**config.mk**
```make
export PLATFORM = sky130hd
export DESIGN_NAME = keypad_entry_flat
export DESIGN_NICKNAME = d
export VERILOG_FILES = /design/src/rtl/keypad_pkg.sv /design/src/rtl/keypad_if.sv /design/src/rtl/keypad_scan.sv /design/src/rtl/keypad_entry.sv /design/src/flat_wrapper.sv
export SDC_FILE = /design/constraint.sdc
export NUM_CORES = 1
export LEC_CHECK = 0
export ABC_CLOCK_PERIOD_IN_PS = 19200
export BUFFER_PORTS_ARGS = -buffer_cell sky130_fd_sc_hd__buf_2
export CAP_MARGIN = 20
export CORE_ASPECT_RATIO = 1.25
export CORE_MARGIN = 2
export CORE_UTILIZATION = 40
export CTS_CLUSTER_DIAMETER = 30
export DETAILED_ROUTE_END_ITERATION = 16
export GPL_ROUTABILITY_DRIVEN = 0
export PLACE_DENSITY = 0.58
export SETUP_SLACK_MARGIN = 0.05
export SYNTH_ARGS = -nofsm -noshare
export SYNTH_HDL_FRONTEND = slang
export SYNTH_HIERARCHICAL = 1
export SYNTH_SLANG_ARGS = --single-unit
```
**constraint.sdc**
```tcl
create_clock -name key_clk -period 19.2 [get_ports key_clk]
set_clock_uncertainty 0.1 [all_clocks]
set_input_delay 0.96 -clock key_clk [delete_from_list [all_inputs] [get_ports key_clk]]
set_output_delay 0.96 -clock key_clk [all_outputs]
set_load 0.02 [all_outputs]
```
**src/rtl/keypad_pkg.sv**
```systemverilog
// keypad_pkg: shared definitions for the keypad entry block.
//   - Key codes of the function keys (row*4 + col).
//   - FSM state enum for the press/debounce/release sequencer.
//   - Digit limits for positive and negative entries.
//   - Small helpers that classify a column read.
package keypad_pkg;

  localparam logic [3:0] KEY_SIGN = 4'd10;
  localparam logic [3:0] KEY_BS   = 4'd11;
  localparam logic [3:0] KEY_CLR  = 4'd12;
  localparam logic [3:0] KEY_ENT  = 4'd13;

  localparam int MAX_POS_DIG = 6;
  localparam int MAX_NEG_DIG = 5;

  localparam int MAG_W    = 20;
  localparam int SERIAL_W = 32;

  typedef enum logic [1:0] {
    IDLE,
    DEBOUNCE,
    ACCEPT,
    HELD
  } state_t;

  // True when exactly one bit is set; two or more low columns are a ghost.
  function automatic logic onehot4(input logic [3:0] v);
    return (v != 4'd0) && ((v & (v - 4'd1)) == 4'd0);
  endfunction

  // Index of the set bit; only meaningful when onehot4() is true.
  function automatic logic [1:0] enc4(input logic [3:0] v);
    logic [1:0] idx;
    if (v[1])      idx = 2'd1;
    else if (v[2]) idx = 2'd2;
    else if (v[3]) idx = 2'd3;
    else           idx = 2'd0;
    return idx;
  endfunction

endpackage

```
**src/rtl/keypad_if.sv**
```systemverilog
// keypad_if: keypad matrix lines plus the entry outputs.
//   key_col    : column sense, active-low (driven by the keypad)
//   key_row    : row drive, active-low, one row low at a time
//   key_serial : signed 32-bit live entry value
//   key_valid  : one-cycle pulse per accepted key
//   key_code   : last accepted key code, held
//   key_enter  : one-cycle pulse when Enter is accepted
// master = keypad_entry side, slave = keypad/consumer side.
interface keypad_if;
  import keypad_pkg::*;

  logic [3:0]          key_col;
  logic [3:0]          key_row;
  logic [SERIAL_W-1:0] key_serial;
  logic                key_valid;
  logic [3:0]          key_code;
  logic                key_enter;

  modport master (
    input  key_col,
    output key_row, key_serial, key_valid, key_code, key_enter
  );

  modport slave (
    output key_col,
    input  key_row, key_serial, key_valid, key_code, key_enter
  );
endinterface

```
**src/rtl/keypad_scan.sv**
```systemverilog
// keypad_scan: row scanner and column sampler.
//   key_clk, key_rst : clock, async active-high reset
//   key_col          : column sense (active-low)
//   key_row          : registered row drive (active-low)
//   samp_stb         : high in the last cycle of each row slot
//   samp_row         : row being sampled
//   samp_hit         : exactly one column low in that row
//   samp_col         : the low column when samp_hit is set
module keypad_scan
  import keypad_pkg::*;
#(
  parameter int SCAN_DIV = 1000
) (
  input  logic       key_clk,
  input  logic       key_rst,
  input  logic [3:0] key_col,
  output logic [3:0] key_row,
  output logic       samp_stb,
  output logic [1:0] samp_row,
  output logic       samp_hit,
  output logic [1:0] samp_col
);

  localparam int CNT_W = (SCAN_DIV > 2) ? $clog2(SCAN_DIV) : 1;
  localparam logic [CNT_W-1:0] SLOT_LAST = CNT_W'(SCAN_DIV - 1);

  logic [CNT_W-1:0] slot_cnt;
  logic [1:0]       row_cnt;
  logic [1:0]       row_nxt;
  logic [3:0]       col_low;

  assign row_nxt = row_cnt + 2'd1;

  // The row drive moves on the first cycle of a slot so the column lines
  // have the rest of the slot to settle before the sample.
  always_ff @(posedge key_clk or posedge key_rst) begin
    if (key_rst) begin
      slot_cnt <= '0;
      row_cnt  <= 2'd0;
      key_row  <= 4'b1110;
    end else if (slot_cnt == SLOT_LAST) begin
      slot_cnt <= '0;
      row_cnt  <= row_nxt;
      key_row  <= ~(4'b0001 << row_nxt);
    end else begin
      slot_cnt <= slot_cnt + CNT_W'(1);
    end
  end

  assign col_low  = ~key_col;
  assign samp_stb = (slot_cnt == SLOT_LAST);
  assign samp_row = row_cnt;
  assign samp_hit = onehot4(col_low);
  assign samp_col = enc4(col_low);

endmodule

```
**src/rtl/keypad_entry.sv**
```systemverilog
// keypad_entry: 4x4 keypad scanner, debouncer and signed decimal entry.
//   key_clk, key_rst : clock, async active-high reset
//   kp (master)      : key_col in; key_row, key_serial, key_valid,
//                      key_code, key_enter out
// A press must read identically in its row slot for DEBOUNCE_N frames to be
// accepted; the row must then read empty for DEBOUNCE_N frames before any
// new press is considered, so a held key never repeats.
module keypad_entry
  import keypad_pkg::*;
#(
  parameter int SCAN_DIV   = 1000,
  parameter int DEBOUNCE_N = 4
) (
  input  logic     key_clk,
  input  logic     key_rst,
  keypad_if.master kp
);

  localparam int DB_W = $clog2(DEBOUNCE_N + 1);
  localparam logic [2:0] POS_LIM = 3'(MAX_POS_DIG);
  localparam logic [2:0] NEG_LIM = 3'(MAX_NEG_DIG);

  logic            samp_stb;
  logic [1:0]      samp_row;
  logic            samp_hit;
  logic [1:0]      samp_col;
  logic [3:0]      samp_code;

  state_t          state;
  logic [3:0]      lat_code;
  logic [DB_W-1:0] stab_cnt;
  logic            own_slot;
  logic            cnt_done;

  logic            acc_go;
  logic [3:0]      acc_code;

  logic [MAG_W-1:0] mag, mag_nxt;
  logic             neg, neg_nxt;
  logic [2:0]       ndig, ndig_nxt;

  keypad_scan #(.SCAN_DIV(SCAN_DIV)) u_scan (
    .key_clk  (key_clk),
    .key_rst  (key_rst),
    .key_col  (kp.key_col),
    .key_row  (kp.key_row),
    .samp_stb (samp_stb),
    .samp_row (samp_row),
    .samp_hit (samp_hit),
    .samp_col (samp_col)
  );

  // mag*10 as (mag<<3) + (mag<<1); inputs never exceed 99999, so no overflow.
  function automatic logic [MAG_W-1:0] mul10(input logic [MAG_W-1:0] m);
    return (m << 3) + (m << 1);
  endfunction

  // Signed output; a negative sign on a zero magnitude is shown as plain 0.
  function automatic logic signed [SERIAL_W-1:0] to_serial(
    input logic n, input logic [MAG_W-1:0] m);
    logic signed [SERIAL_W-1:0] ext;
    ext = signed'({{(SERIAL_W - MAG_W){1'b0}}, m});
    return (n && (m != '0)) ? -ext : ext;
  endfunction

  assign samp_code = {samp_row, samp_col};
  assign own_slot  = samp_stb && (samp_row == lat_code[3:2]);
  assign cnt_done  = (int'(stab_cnt) + 1) >= DEBOUNCE_N;

  // Decide the accept one edge early so key_valid/key_code are registered
  // into the ACCEPT cycle itself.
  always_comb begin
    acc_go   = 1'b0;
    acc_code = lat_code;
    case (state)
      IDLE: begin
        acc_code = samp_code;
        acc_go   = samp_stb && samp_hit && (DEBOUNCE_N <= 1);
      end
      DEBOUNCE: begin
        acc_go = own_slot && samp_hit && (samp_code == lat_code) && cnt_done;
      end
      default: ;
    endcase
  end

  // Entry update applied in the ACCEPT cycle.
  always_comb begin
    mag_nxt  = mag;
    neg_nxt  = neg;
    ndig_nxt = ndig;
    if (lat_code <= 4'd9) begin
      if ((ndig < (neg ? NEG_LIM : POS_LIM)) &&
          !((ndig == 3'd0) && (lat_code == 4'd0))) begin
        mag_nxt  = mul10(mag) + {{(MAG_W - 4){1'b0}}, lat_code};
        ndig_nxt = ndig + 3'd1;
      end
    end else begin
      case (lat_code)
        KEY_SIGN: if (neg || (ndig != POS_LIM)) neg_nxt = ~neg;
        KEY_BS: begin
          if (ndig != 3'd0) begin
            mag_nxt  = mag / MAG_W'(10);
            ndig_nxt = ndig - 3'd1;
            if (ndig == 3'd1) neg_nxt = 1'b0;
          end
        end
        KEY_CLR: begin
          mag_nxt  = '0;
          neg_nxt  = 1'b0;
          ndig_nxt = 3'd0;
        end
        default: ;
      endcase
    end
  end

  always_ff @(posedge key_clk or posedge key_rst) begin
    if (key_rst) begin
      state         <= IDLE;
      lat_code      <= 4'd0;
      stab_cnt      <= '0;
      mag           <= '0;
      neg           <= 1'b0;
      ndig          <= 3'd0;
      kp.key_valid  <= 1'b0;
      kp.key_enter  <= 1'b0;
      kp.key_code   <= 4'd0;
      kp.key_serial <= '0;
    end else begin
      kp.key_valid <= acc_go;
      kp.key_enter <= acc_go && (acc_code == KEY_ENT);
      if (acc_go) kp.key_code <= acc_code;

      case (state)
        IDLE: begin
          if (samp_stb && samp_hit) begin
            lat_code <= samp_code;
            stab_cnt <= DB_W'(1);
            state    <= acc_go ? ACCEPT : DEBOUNCE;
          end
        end
        DEBOUNCE: begin
          if (own_slot) begin
            if (samp_hit && (samp_code == lat_code)) begin
              if (acc_go) state <= ACCEPT;
              else        stab_cnt <= stab_cnt + DB_W'(1);
            end else begin
              state <= IDLE;
            end
          end
        end
        ACCEPT: begin
          mag           <= mag_nxt;
          neg           <= neg_nxt;
          ndig          <= ndig_nxt;
          kp.key_serial <= to_serial(neg_nxt, mag_nxt);
          stab_cnt      <= '0;
          state         <= HELD;
        end
        HELD: begin
          // Only the latched row matters; any hit there restarts release.
          if (own_slot) begin
            if (samp_hit) begin
              stab_cnt <= '0;
            end else if (cnt_done) begin
              stab_cnt <= '0;
              state    <= IDLE;
            end else begin
              stab_cnt <= stab_cnt + DB_W'(1);
            end
          end
        end
        default: state <= IDLE;
      endcase
    end
  end

endmodule
```
**src/flat_wrapper.sv**
```systemverilog
// flat-port wrapper written by rule: the top's interface ports become plain ports
module keypad_entry_flat import keypad_pkg::*;
#(
  parameter int SCAN_DIV   = 1000,
  parameter int DEBOUNCE_N = 4
)
  (key_clk, key_rst, kp_key_col, kp_key_row, kp_key_serial, kp_key_valid, kp_key_code, kp_key_enter);
  keypad_if kp_i ();
  input  logic key_clk;
  input  logic key_rst;
  input wire logic [$bits(kp_i.key_col)-1:0] kp_key_col;
  output wire logic [$bits(kp_i.key_row)-1:0] kp_key_row;
  output wire logic [$bits(kp_i.key_serial)-1:0] kp_key_serial;
  output wire logic [$bits(kp_i.key_valid)-1:0] kp_key_valid;
  output wire logic [$bits(kp_i.key_code)-1:0] kp_key_code;
  output wire logic [$bits(kp_i.key_enter)-1:0] kp_key_enter;
  assign kp_i.key_col = kp_key_col;
  assign kp_key_row = kp_i.key_row;
  assign kp_key_serial = kp_i.key_serial;
  assign kp_key_valid = kp_i.key_valid;
  assign kp_key_code = kp_i.key_code;
  assign kp_key_enter = kp_i.key_enter;
  keypad_entry #(.SCAN_DIV(SCAN_DIV), .DEBOUNCE_N(DEBOUNCE_N)) u_core (.key_clk(key_clk), .key_rst(key_rst), .kp(kp_i));
endmodule
```
==> flow_summary.ini <==
[outcome]
outcome = complete, no violations

[layout]
area_growth_syn_to_layout_pct = 6.96
final_layout_size_suffix_gt1_share_pct = 14.0
fillerInstances = 2153
num_antenna_cells = 0
final_common_cell = sky130_fd_sc_hd__nand2_1
finish.cell_count_without_fillers = 1341
final_net_count = 1112
layout.cells.most_common_list = sky130_fd_sc_hd__nand2_1 (112), sky130_fd_sc_hd__dfrtp_1 (83), sky130_fd_sc_hd__o21ai_0 (75)

[drt]
post_drt_via_cell_ratio = 6.05
initialDrtViolationCount = 721
detail_route.first_pass.iterations = 5
remaining_drc_errors = 0
total_number_of_vias = 8119
totalWireLength_um = 24000
antenna_violating_nets_post_route = 0
routed_wire_length_per_instance_um = 17.9

[critical_path]
critPathRequiredTime_ns = 19.31
worst-r2r-cell-count = 26
r2r-start = u_core/mag[18]
timing.rr.end = u_core/kp.key_serial[13]
setup.worst_path.start = u_core/mag[18]
timing.critical_path.arrival_ns = 9.15
regToRegSetupSlack_ns = 10.16
worst_setup_path_endpoint = u_core/kp.key_serial[13]
timing_worst_setup_path_type = flop to flop
worstSetupEndpointType = flop
biggest_fanout_along_the_worst_timing_path = 25
setup.worst_path.start_class = flop

[sta]
max_freq_mhz = 111
fin_crit_sh_pct = 47.1
max_slew_margin_pct = 39.0
rsz0062_at_grt = false
finalSetupTns_ns = 0
timing.final.hold_violations = 0
setup-violations-final = 0
final_min_period_ns = 9.04
timing_worst_slew_pin_value_ns = 0.916
timing.final.max_slew_violations = 0

[floorplan]
floorplan.core_area_mm2 = 0.0214
ios = 48
die_area_mm2 = 0.0228
start_util_pct = 40.4
placement_rows = 60
die-height_um = 168
die_wd_um = 136

[clock_network]
cts.reportedPaths.clkPinSlew_ns = 0.07
worst_skew_pair.late_latency_ns = 0.34
cts.sinks = 86
post_cts.resized_instances = 0
h-tree-depth = 3
clock-root-buffer = sky130_fd_sc_hd__clkbuf_16
cts_tree = yes
cts_inserted_buffers = 9
cts_hold_buf = 0
clockBufferDepth = 2
postCtsSetupBuffers = 0

[synthesis]
synth_top_family_by_area = compound AO/OA/AOI/OAI gates
synth_async_sr_flop_share_pct = 100
yosys.area.top_type = sky130_fd_sc_hd__dfrtp_1
yosys.area_share.xor_xnor_pct = 5.34
synth_warnings = 6
compound_gate_portion_of_the_synthesized_area_pct = 30.4
post_synth_main_area_contributors = sky130_fd_sc_hd__dfrtp_1 (24%), sky130_fd_sc_hd__ha_1 (6.8%), sky130_fd_sc_hd__nand2_1 (4.9%), sky130_fd_sc_hd__o21ai_0 (4.3%), sky130_fd_sc_hd__xnor2_1 (4.1%)
synth_top_cell_area_share_pct = 24.0
synthesis.instances = 1065
ys_seq_elements = 86
synth_enable_flop_cells = 0
synthesis.nets = 1120
ys_types = 120
synthesis.area_mm2 = 0.00865
yosys.area_share.simple_pct = 23.0
ys_seq_area_share_pct = 24.9
synth-adder-area-share_pct = 7.38
ys.flop_type = sky130_fd_sc_hd__dfrtp_1
yosys-mux-area-fraction_pct = 3.05
synthesis.area_per_instance_um2 = 8.12

[global_route]
first_global_vias = 7715
overflow = 0
antenna_found_initial = 0
grt_start_max_net_pins = 71
grt_pass1_wl_um = 40100
grt.total_usage_pct = 21.3

[power_and_ir_drop]
power.leakage_nw = 4.30
irDropWorstVdd_mv = 0.0434
cellPowerDensity_mw_per_mm2 = 38.4

[placed_design]
dp_hpwl_um = 17400
dpl.cell_count = 1325
portBuffers = 47

[run]
maxCapViolCount = 0

[worst_hold_path]
hold_class = flop to flop
==> through the flow <==
stage / util, % / total power (W) / setup WS [ns] / hold slack (ns) / cell area [um2]
CTS: 43.2 / 0.000360 / 10.39 / 0.380 / 9250
detailed placement: 41.9 / 0.000191 / 10.46 / 0.365 / 8970
global route: 43.2 / 0.000369 / 9.50 / 0.391 / 9250
global placement: 41.9 / 0.000191 / 10.46 / 0.358 / 8970
floorplan: - / 0.000189 / 12.15 / 0.367 / 8650
finish: 43.2 / 0.000355 / 10.16 / 0.375 / 9250
==> worst min path at each step <==
stage,startpoint,endpoint,depth (start not counted)
5_1_grt,u_core/kp.key_serial[20],u_core/kp.key_serial[20],1
3_5_place_dp,u_core/kp.key_serial[25],u_core/kp.key_serial[25],1
6_report,u_core/kp.key_serial[27],u_core/kp.key_serial[27],1
3_3_place_gp,u_core/u_scan/key_row[3],u_core/u_scan/key_row[3],2
4_1_cts,u_core/u_scan/key_row[3],u_core/u_scan/key_row[3],2
2_1_floorplan,u_core/u_scan/slot_cnt[0],u_core/u_scan/slot_cnt[0],1
==> layer usage <==
metal / global-route usage [%] / vias up / wire, um
met5: 0 / - / 0
met4: 5.66 / 0 / 424
met3: 2.32 / 43 / 878
met2: 37.7 / 223 / 12000
met1: 27.6 / 3889 / 10700
li1: - / 3964 / -
==> flip-flops by register name (all words and copies together) (netlist names) <==
register and flops:
u_core/neg 1, u_core/state 2, u_core/stab_cnt 3, u_core/kp.key_serial 32, u_core/ndig 3, u_core/mag 19, u_core/lat_code 4, u_core/kp.key_enter 1
u_core/u_scan/key_row 4, u_core/u_scan/samp_row 2, u_core/kp.key_code 4, u_core/kp.key_valid 1, u_core/u_scan/slot_cnt 10
==> cells in the mapped netlist, types with 11 or more instances <==
| cell type | count |
|---|---|
| sky130_fd_sc_hd__nand3_1 | 34 |
| sky130_fd_sc_hd__and3_1 | 14 |
| sky130_fd_sc_hd__a31oi_1 | 17 |
| sky130_fd_sc_hd__xnor2_1 | 40 |
| sky130_fd_sc_hd__nand2_1 | 112 |
| sky130_fd_sc_hd__a221oi_1 | 11 |
| sky130_fd_sc_hd__nor2_1 | 60 |
| sky130_fd_sc_hd__o211ai_1 | 12 |
| sky130_fd_sc_hd__a211oi_1 | 18 |
| sky130_fd_sc_hd__inv_1 | 37 |
| sky130_fd_sc_hd__nand4_1 | 14 |
| sky130_fd_sc_hd__o31ai_1 | 13 |
| sky130_fd_sc_hd__nor3_1 | 35 |
| sky130_fd_sc_hd__buf_2 | 18 |
| sky130_fd_sc_hd__mux2i_1 | 17 |
| sky130_fd_sc_hd__a21o_1 | 23 |
| sky130_fd_sc_hd__ha_1 | 47 |
| sky130_fd_sc_hd__a21oi_1 | 57 |
| sky130_fd_sc_hd__clkbuf_1 | 48 |
| sky130_fd_sc_hd__o21bai_1 | 13 |
| sky130_fd_sc_hd__o21ai_1 | 11 |
| sky130_fd_sc_hd__dfrtp_1 | 83 |
| sky130_fd_sc_hd__o21ai_0 | 75 |
==> kinds of logic after synthesis <==
family,Yosys count
flops,86
buf+inv,117
simple gates,376
xor+xnor,51
compound gates,360
fa+ha+maj,50
mux,25
==> power by group <==
group | total (W) | switching, W | internal (W)
Clock | 0.000168 | 0.0000757 | 0.0000922
Sequential | 0.000181 | 0 | 0.000181
Combinational | 0.00000642 | 0.00000503 | 0.00000138
==> layout make-up <==
class / count / area (um2) / area share (%)
inverter: 39 / 150 / 1.62
sequential: 86 / 2160 / 23.3
timing repair buffer: 59 / 325 / 3.52
multi-input combinational: 862 / 5990 / 64.7
clock inverter: 6 / 43.8 / 0.473
tap: 279 / 349 / 3.77
clock buffer: 10 / 239 / 2.58
==> critical path, cell delays in order (launching register included) <==
cell and delay [ns]:
sky130_fd_sc_hd__dfrtp_1 0.81, sky130_fd_sc_hd__nor2b_1 0.55, sky130_fd_sc_hd__o311ai_0 0.23, sky130_fd_sc_hd__o32ai_1 0.26, sky130_fd_sc_hd__and2_1 0.33, sky130_fd_sc_hd__a21oi_2 0.11
sky130_fd_sc_hd__a222oi_1 0.62, sky130_fd_sc_hd__nor2_1 0.31, sky130_fd_sc_hd__o2111ai_1 0.46, sky130_fd_sc_hd__nand2_2 0.18, sky130_fd_sc_hd__or3b_4 0.45, sky130_fd_sc_hd__a21oi_4 0.39
sky130_fd_sc_hd__nand2_1 0.13, sky130_fd_sc_hd__o31ai_1 0.53, sky130_fd_sc_hd__or2_1 0.41, sky130_fd_sc_hd__or4_1 0.18, sky130_fd_sc_hd__o2111ai_1 0.14, sky130_fd_sc_hd__o41ai_2 0.37
sky130_fd_sc_hd__a21oi_2 0.17, sky130_fd_sc_hd__or2_2 0.36, sky130_fd_sc_hd__a211oi_1 0.30, sky130_fd_sc_hd__ha_1 0.27, sky130_fd_sc_hd__and3_1 0.19, sky130_fd_sc_hd__a31oi_2 0.20
sky130_fd_sc_hd__buf_4 0.28, sky130_fd_sc_hd__nor4b_1 0.15, sky130_fd_sc_hd__or3_1 0.39
Note: power is estimated with default switching activity, not from simulation.
